===== config.mk =====
export PLATFORM = sky130hd
export DESIGN_NAME = qdr_burst_host_bridge_flat
export DESIGN_NICKNAME = d
export VERILOG_FILES = /design/src/rtl/qdr_burst_host_bridge_if.sv /design/src/rtl/qdr_burst_host_bridge.sv /design/src/flat_wrapper.sv
export SDC_FILE = /design/constraint.sdc
export NUM_CORES = 1
export LEC_CHECK = 0
export ABC_AREA = 1
export CAP_MARGIN = 20
export CORE_UTILIZATION = 46
export DETAILED_ROUTE_END_ITERATION = 10
export PLACE_DENSITY_LB_ADDON = 0.12
export SYNTH_ARGS = -nofsm -noshare
export SYNTH_HDL_FRONTEND = slang
export SYNTH_SLANG_ARGS = --single-unit
export TNS_END_PERCENT = 1

===== constraint.sdc =====
create_clock -name qdr_clk -period 2.4 [get_ports qdr_clk]
set_clock_uncertainty 0.05 [all_clocks]
set_input_delay 0.48 -clock qdr_clk [delete_from_list [all_inputs] [get_ports qdr_clk]]
set_output_delay 0.48 -clock qdr_clk [all_outputs]
set_load 0.05 [all_outputs]

===== src/rtl/qdr_burst_host_bridge_if.sv =====
// Host register bus plus QDR request/ack port, bundled for the burst bridge.
// slave = bridge side, master = host decode / QDR arbiter side.
interface qdr_burst_host_bridge_if #(
  parameter int HOST_DW = 32,
  parameter int ADDR_W  = 32
);
  localparam int QDR_DW = 9 * HOST_DW / 8;

  logic                 host_en;
  logic                 host_rnw;
  logic [ADDR_W-1:0]    host_addr;
  logic [HOST_DW-1:0]   host_datai;
  logic [HOST_DW/8-1:0] host_be;
  logic [HOST_DW-1:0]   host_datao;
  logic                 host_ack;
  logic                 host_err;
  logic                 host_perr;
  logic                 host_busy;
  logic                 qdr_req;
  logic                 qdr_ack;
  logic [ADDR_W-1:0]    qdr_addr;
  logic                 qdr_r;
  logic                 qdr_w;
  logic [QDR_DW-1:0]    qdr_d;
  logic [HOST_DW/8-1:0] qdr_be;
  logic [QDR_DW-1:0]    qdr_q;

  modport slave (
    input  host_en, host_rnw, host_addr, host_datai, host_be, qdr_ack, qdr_q,
    output host_datao, host_ack, host_err, host_perr, host_busy,
           qdr_req, qdr_addr, qdr_r, qdr_w, qdr_d, qdr_be
  );

  modport master (
    output host_en, host_rnw, host_addr, host_datai, host_be, qdr_ack, qdr_q,
    input  host_datao, host_ack, host_err, host_perr, host_busy,
           qdr_req, qdr_addr, qdr_r, qdr_w, qdr_d, qdr_be
  );
endinterface


===== src/rtl/qdr_burst_host_bridge.sv =====
// Host register bus to QDR request/ack bridge: each host access becomes one QDR
// burst whose addressed beat carries the host byte enables / read data.
module qdr_burst_host_bridge #(
  parameter int HOST_DW     = 32,
  parameter int ADDR_W      = 32,
  parameter int BURST_LEN   = 2,
  parameter int QDR_LATENCY = 10,
  parameter int PARITY_EN   = 0,
  parameter int TIMEOUT     = 255
) (
  input logic                    qdr_clk,
  input logic                    qdr_rst_n,
  qdr_burst_host_bridge_if.slave bus
);
  localparam int unsigned NB = HOST_DW / 8;
  localparam int QDR_DW      = 9 * HOST_DW / 8;
  localparam int B           = $clog2(NB);
  localparam int S           = $clog2(BURST_LEN);
  localparam int LAT_W       = $clog2(QDR_LATENCY + BURST_LEN + 1);
  localparam logic [S-1:0]     BEAT_LAST = S'(BURST_LEN - 1);
  localparam logic [LAT_W-1:0] LAT_BASE  = LAT_W'(QDR_LATENCY);
  localparam logic [15:0]      TO_LIMIT  = 16'(TIMEOUT);

  typedef enum logic [2:0] {IDLE, REQ, BEAT, RWAIT, DONE} state_t;

  state_t             state_q, state_d;
  logic [ADDR_W-1:0]  addr_q, addr_d;
  logic [HOST_DW-1:0] data_q, data_d;
  logic [HOST_DW-1:0] datao_q, datao_d;
  logic [NB-1:0]      be_q, be_d;
  logic               rnw_q, rnw_d;
  logic               err_q, err_d;
  logic               perr_q, perr_d;
  logic [15:0]        to_q, to_d;
  logic [S-1:0]       beat_q, beat_d;
  logic [LAT_W-1:0]   lat_q, lat_d;

  logic [S-1:0]       sel;
  logic [LAT_W-1:0]   lat_tgt;
  logic [QDR_DW-1:0]  wr_lanes;
  logic [HOST_DW-1:0] rd_bytes;
  logic               rd_perr;
  logic               req;
  logic [NB-1:0]      be_out;
  logic [QDR_DW-1:0]  d_out;

  assign sel     = addr_q[B+S-1:B];
  assign lat_tgt = LAT_BASE + LAT_W'(sel);

  // Lane packing: 9-bit lanes, byte in the low 8 bits, parity (or 0) on top.
  always_comb begin
    wr_lanes = '0;
    rd_bytes = '0;
    rd_perr  = 1'b0;
    for (int unsigned i = 0; i < NB; i++) begin
      wr_lanes[9*i +: 8]  = data_q[8*i +: 8];
      wr_lanes[9*i + 8]   = (PARITY_EN != 0) && (^data_q[8*i +: 8]);
      rd_bytes[8*i +: 8]  = bus.qdr_q[9*i +: 8];
      if ((PARITY_EN != 0) && (bus.qdr_q[9*i + 8] != ^bus.qdr_q[9*i +: 8]))
        rd_perr = 1'b1;
    end
  end

  always_comb begin
    state_d = state_q;
    addr_d  = addr_q;
    data_d  = data_q;
    datao_d = datao_q;
    be_d    = be_q;
    rnw_d   = rnw_q;
    err_d   = err_q;
    perr_d  = perr_q;
    to_d    = to_q;
    beat_d  = beat_q;
    lat_d   = lat_q;
    req     = 1'b0;
    be_out  = '0;
    d_out   = '0;

    unique case (state_q)
      IDLE: begin
        if (bus.host_en) begin
          addr_d  = bus.host_addr;
          data_d  = bus.host_datai;
          be_d    = bus.host_be;
          rnw_d   = bus.host_rnw;
          to_d    = '0;
          lat_d   = '0;
          err_d   = 1'b0;
          perr_d  = 1'b0;
          state_d = REQ;
        end
      end
      REQ: begin
        if (to_q == TO_LIMIT) begin
          err_d   = 1'b1;
          datao_d = '0;
          state_d = DONE;
        end else begin
          req   = 1'b1;
          d_out = wr_lanes;
          if (sel == '0) be_out = be_q;
          if (bus.qdr_ack) begin
            beat_d  = S'(1);
            lat_d   = LAT_W'(1);
            state_d = BEAT;
          end else begin
            to_d = to_q + 16'd1;
          end
        end
      end
      BEAT: begin
        d_out = wr_lanes;
        if (beat_q == sel) be_out = be_q;
        lat_d = lat_q + LAT_W'(1);
        // Short latencies can land the read beat before the burst ends, so
        // capture is allowed here and RWAIT is skipped once it has happened.
        if (rnw_q && (lat_q == lat_tgt)) begin
          datao_d = rd_bytes;
          perr_d  = rd_perr;
        end
        if (beat_q == BEAT_LAST) begin
          if (!rnw_q || (lat_q >= lat_tgt)) state_d = DONE;
          else                             state_d = RWAIT;
        end else begin
          beat_d = beat_q + S'(1);
        end
      end
      RWAIT: begin
        lat_d = lat_q + LAT_W'(1);
        if (lat_q == lat_tgt) begin
          datao_d = rd_bytes;
          perr_d  = rd_perr;
          state_d = DONE;
        end
      end
      DONE:    state_d = IDLE;
      default: state_d = IDLE;
    endcase
  end

  always_ff @(posedge qdr_clk or negedge qdr_rst_n) begin
    if (!qdr_rst_n) begin
      state_q <= IDLE;
      addr_q  <= '0;
      data_q  <= '0;
      datao_q <= '0;
      be_q    <= '0;
      rnw_q   <= 1'b0;
      err_q   <= 1'b0;
      perr_q  <= 1'b0;
      to_q    <= '0;
      beat_q  <= '0;
      lat_q   <= '0;
    end else begin
      state_q <= state_d;
      addr_q  <= addr_d;
      data_q  <= data_d;
      datao_q <= datao_d;
      be_q    <= be_d;
      rnw_q   <= rnw_d;
      err_q   <= err_d;
      perr_q  <= perr_d;
      to_q    <= to_d;
      beat_q  <= beat_d;
      lat_q   <= lat_d;
    end
  end

  assign bus.host_datao = datao_q;
  assign bus.host_ack   = (state_q == DONE);
  assign bus.host_err   = (state_q == DONE) && err_q;
  assign bus.host_perr  = (state_q == DONE) && perr_q;
  assign bus.host_busy  = (state_q != IDLE);
  assign bus.qdr_req    = req;
  assign bus.qdr_r      = req && rnw_q;
  assign bus.qdr_w      = req && !rnw_q;
  assign bus.qdr_addr   = addr_q >> (B + S);
  assign bus.qdr_d      = d_out;
  assign bus.qdr_be     = be_out;
endmodule

===== src/flat_wrapper.sv =====
// flat-port wrapper written by rule: the top's interface ports become plain ports
module qdr_burst_host_bridge_flat 
#(
  parameter int HOST_DW     = 32,
  parameter int ADDR_W      = 32,
  parameter int BURST_LEN   = 2,
  parameter int QDR_LATENCY = 10,
  parameter int PARITY_EN   = 0,
  parameter int TIMEOUT     = 255
)
  (qdr_clk, qdr_rst_n, bus_host_en, bus_host_rnw, bus_host_addr, bus_host_datai, bus_host_be, bus_qdr_ack, bus_qdr_q, bus_host_datao, bus_host_ack, bus_host_err, bus_host_perr, bus_host_busy, bus_qdr_req, bus_qdr_addr, bus_qdr_r, bus_qdr_w, bus_qdr_d, bus_qdr_be);
  qdr_burst_host_bridge_if #(.HOST_DW(HOST_DW), .ADDR_W(ADDR_W)) bus_i ();
  input logic qdr_clk;
  input logic qdr_rst_n;
  input wire logic [$bits(bus_i.host_en)-1:0] bus_host_en;
  input wire logic [$bits(bus_i.host_rnw)-1:0] bus_host_rnw;
  input wire logic [$bits(bus_i.host_addr)-1:0] bus_host_addr;
  input wire logic [$bits(bus_i.host_datai)-1:0] bus_host_datai;
  input wire logic [$bits(bus_i.host_be)-1:0] bus_host_be;
  input wire logic [$bits(bus_i.qdr_ack)-1:0] bus_qdr_ack;
  input wire logic [$bits(bus_i.qdr_q)-1:0] bus_qdr_q;
  output wire logic [$bits(bus_i.host_datao)-1:0] bus_host_datao;
  output wire logic [$bits(bus_i.host_ack)-1:0] bus_host_ack;
  output wire logic [$bits(bus_i.host_err)-1:0] bus_host_err;
  output wire logic [$bits(bus_i.host_perr)-1:0] bus_host_perr;
  output wire logic [$bits(bus_i.host_busy)-1:0] bus_host_busy;
  output wire logic [$bits(bus_i.qdr_req)-1:0] bus_qdr_req;
  output wire logic [$bits(bus_i.qdr_addr)-1:0] bus_qdr_addr;
  output wire logic [$bits(bus_i.qdr_r)-1:0] bus_qdr_r;
  output wire logic [$bits(bus_i.qdr_w)-1:0] bus_qdr_w;
  output wire logic [$bits(bus_i.qdr_d)-1:0] bus_qdr_d;
  output wire logic [$bits(bus_i.qdr_be)-1:0] bus_qdr_be;
  assign bus_i.host_en = bus_host_en;
  assign bus_i.host_rnw = bus_host_rnw;
  assign bus_i.host_addr = bus_host_addr;
  assign bus_i.host_datai = bus_host_datai;
  assign bus_i.host_be = bus_host_be;
  assign bus_i.qdr_ack = bus_qdr_ack;
  assign bus_i.qdr_q = bus_qdr_q;
  assign bus_host_datao = bus_i.host_datao;
  assign bus_host_ack = bus_i.host_ack;
  assign bus_host_err = bus_i.host_err;
  assign bus_host_perr = bus_i.host_perr;
  assign bus_host_busy = bus_i.host_busy;
  assign bus_qdr_req = bus_i.qdr_req;
  assign bus_qdr_addr = bus_i.qdr_addr;
  assign bus_qdr_r = bus_i.qdr_r;
  assign bus_qdr_w = bus_i.qdr_w;
  assign bus_qdr_d = bus_i.qdr_d;
  assign bus_qdr_be = bus_i.qdr_be;
  qdr_burst_host_bridge #(.HOST_DW(HOST_DW), .ADDR_W(ADDR_W), .BURST_LEN(BURST_LEN), .QDR_LATENCY(QDR_LATENCY), .PARITY_EN(PARITY_EN), .TIMEOUT(TIMEOUT)) u_core (.qdr_clk(qdr_clk), .qdr_rst_n(qdr_rst_n), .bus(bus_i));
endmodule

==> flow_summary.toml <==
[route]
via_per_inst = 4.95
drc = 0
post_drt_wl_per_cell_um = 15.2
detail_route.iter0.violations = 460
wl_um = 18100
vias = 5863
drtAntennaViolNets = 0
first_pass_iters = 5

[clocking]
cts_tree = "built"
cts_sinks = 124
clk_pin_slew_worst_paths_ns = 0.06
cts_root_buf = "clkbuf_16"
clockBufferDepth = 2
cts_buffers = 17
hold_buffers = 0
clk_latency_ns = 0.42
htree_levels = 4

[worst_setup_path]
critPathBufInv = 4
cpLargestDelayFamily = "buffers and inverters"
required_ns = 1.87
slowest_delay_ns = 0.39
worst_path_most_repeated_cell = "buf_12"
critPathKind = "register to output port"
path_cells = "ha_2 > nand3_2 > inv_2 > nand2_4 > clkinv_4 > nand2_8 > buf_12 > nand4_1 > o31ai_4 > buf_12"
crit_fanout = 4
critPathArrivalTime_ns = 1.95
cpMaxStageDelayCell = "dfrtp_1"
worst_setup_path_end_kind = "output port"
cp-start-kind = "register"

[logic_synthesis]
async_reset_ff_share_pct = 100
synthTopCellsByArea = "dfrtp_1 (48%), nand2_1 (17%), buf_4 (5.3%)"
syn_area_sq_um = 6470
avgSynthCellArea_sq_um = 8.12
synth_top_area_share_pct = 48.0
syn_inst = 797
ys_seq_area_share_pct = 48.0
synth_common_cells = "nand2_1 (296), dfrtp_1 (124), inv_1 (60), buf_4 (46), o21ai_0 (43)"
postSynthRegisterBits = 124
ys_types = 36
synth_edf_count = 0
synth_flop_cell = "dfrtp_1"
synth_top_area_cell = "dfrtp_1"
ys.warnings.count = 0
yosysMostFrequentCell = "nand2_1"

[floorplan]
core_area_sq_um = 13500
start_util_pct = 48.1
dieArea_sq_um = 14500
ioPinCount = 220
die_width_um = 121
std_cell_rows = 42
die_h_um = 121

[flow_run]
max_cap_viol_count = 0

[power]
total_power_mw = 15.1
p_leak_nw = 4.60
powerDensity_nw_per_um2 = 1480
peakVddDrop_uv = 1170

[placed_design]
hpwl_um = 11000
place_area_sq_um = 8800
routabilityCongestion = 0.829
port_buffers = 205

[run_status]
outcome = "complete, but fails checks"
violations = "hold timing, setup timing"

[final_layout]
area_delta_synth_final_pct = 58.2
design_area_sq_um = 10200
fin_util_pct = 76.1
drive_above_1_share_pct = 21.4
n_fill_cell = 933
antennaDiodeCount = 0
nNetsFinal = 1108

[global_route]
grtUsageTotal_pct = 26.4
grt_max_degree = 45
grt.overflow.total = 0
grt_pass1_vias = 5955
grt_pass1_wl_um = 29700
antenna_found_initial = 0

[sta]
slew_violations = 0
post-route-min-period_ns = 2.48
max_slew_margin_pct = 44.4
worst_slew_pin_slew_ns = 0.831
setup_viol = 32
layout_setup_ws_ns = -0.0793
holdWs_ns = -0.0139
tns_ns = -1.75
finalCritPeriodShare_pct = 103
finalHoldViolations = 15
grt_setup_unrepaired = "yes"
fmaxAchievable_ghz = 0.403

[min_path]
hold_path_class = "input pin to asynchronous set/reset pin"
per-layer routing:
layer  GRT usage, %  share of wire (%)
met1           31.2                 39
met2           42.9                 48
met3           10.7                 10
met4           10.3                2.3
met5              0                  0
worst register-to-register path: cells and delay by family (launching register included):
kind / cells / cell delay (ns)
flip-flops: 1 / 0.42
buffers and inverters: 4 / 0.60
AND/OR/NAND/NOR: 8 / 0.97
kinds of logic (layout without fill, tap and decap cells):
| kind of cell | count (synthesis) | after routing | share of synthesized area (%) |
|---|---|---|---|
| other cells | 1 | 8 | 0.0580 |
| simple gates | 421 | 428 | 29.6 |
| fa+ha+maj | 3 | 3 | 0.580 |
| xor+xnor | 6 | 6 | 0.812 |
| flops | 124 | 124 | 48.0 |
| buf+inv | 143 | 341 | 12.3 |
| compound gates | 99 | 99 | 8.72 |
area by class of cell:
type	instances	area, sq um	area share [%]
clock inverter	15	166	1.63
sequential	124	3110	30.4
timing repair buffer	240	2840	27.7
inverter	69	279	2.73
clock buffer	17	425	4.16
multi-input combinational	544	3200	31.3
tap	176	220	2.15
through the flow:
stage / hold WS (ns) / setup WS, ns / cells
floorplan: 0.134 / -0.269 / 804
global placement: 0.403 / 0.0985 / 1127
detailed placement: 0.404 / 0.0530 / 1127
CTS: 0.000836 / -0.108 / 1178
global route: 0.0157 / -0.215 / 1185
finish: -0.0139 / -0.0793 / 1185
sequential cells by signal, summed over array words and instances (netlist names):
| name | count |
|---|---|
| u_core.be_q | 4 |
| u_core.rnw_q | 1 |
| u_core.state_q | 3 |
| u_core.addr_q | 30 |
| u_core.beat_q | 1 |
| u_core.data_q | 32 |
| u_core.err_q | 1 |
| u_core.bus.host_datao | 32 |
| u_core.to_q | 16 |
| u_core.lat_q | 4 |
worst paths after layout:
check	start	endpoint	slack, ns	depth (start not counted)
setup / recovery	u_core.to_q[0]	bus_qdr_be[1]	-0.08	10
hold / removal	qdr_rst_n	u_core.bus.host_datao[24]	-0.01	1
setup reg to reg	u_core.to_q[7]	u_core.bus.host_datao[22]	0.25	12
hold reg to reg	u_core.bus.host_datao[7]	u_core.bus.host_datao[7]	0.42	2
max in group asynchronous	qdr_rst_n	u_core.addr_q[16]	1.72	2
min in group qdr_clk	u_core.bus.host_datao[7]	u_core.bus.host_datao[7]	0.42	2
power by group:
part           switching (mW)  total (mW)  internal (mW)
clock network            1.01        2.55           1.54
registers               0.374        3.20           2.82
logic                    5.96        9.36           3.40
placed cells by master, fill, tap and decap left out, drive strengths merged, types with 6 or more instances in the layout:
cell | Yosys | layout
conb | 1 | 8
a21oi | 36 | 36
buf | 69 | 78
clkdlybuf4s50 | 0 | 162
nand4 | 9 | 9
nand2 | 315 | 322
clkbuf | 5 | 17
nand3b | 33 | 33
inv | 68 | 71
nand3 | 26 | 26
o21ai | 56 | 56
clkinvlp | 0 | 6
nor2 | 29 | 29
dfrtp | 124 | 124
xor2 | 6 | 6
timing repair:
item / in CTS / in global routing
gates cloned: 7 / 0
resized for setup: 97 / 16
setup endpoints to repair: 39 / 71
buffers inserted: 12 / 7
pin swaps: 9 / 5
(Power assumes the default switching activity.)
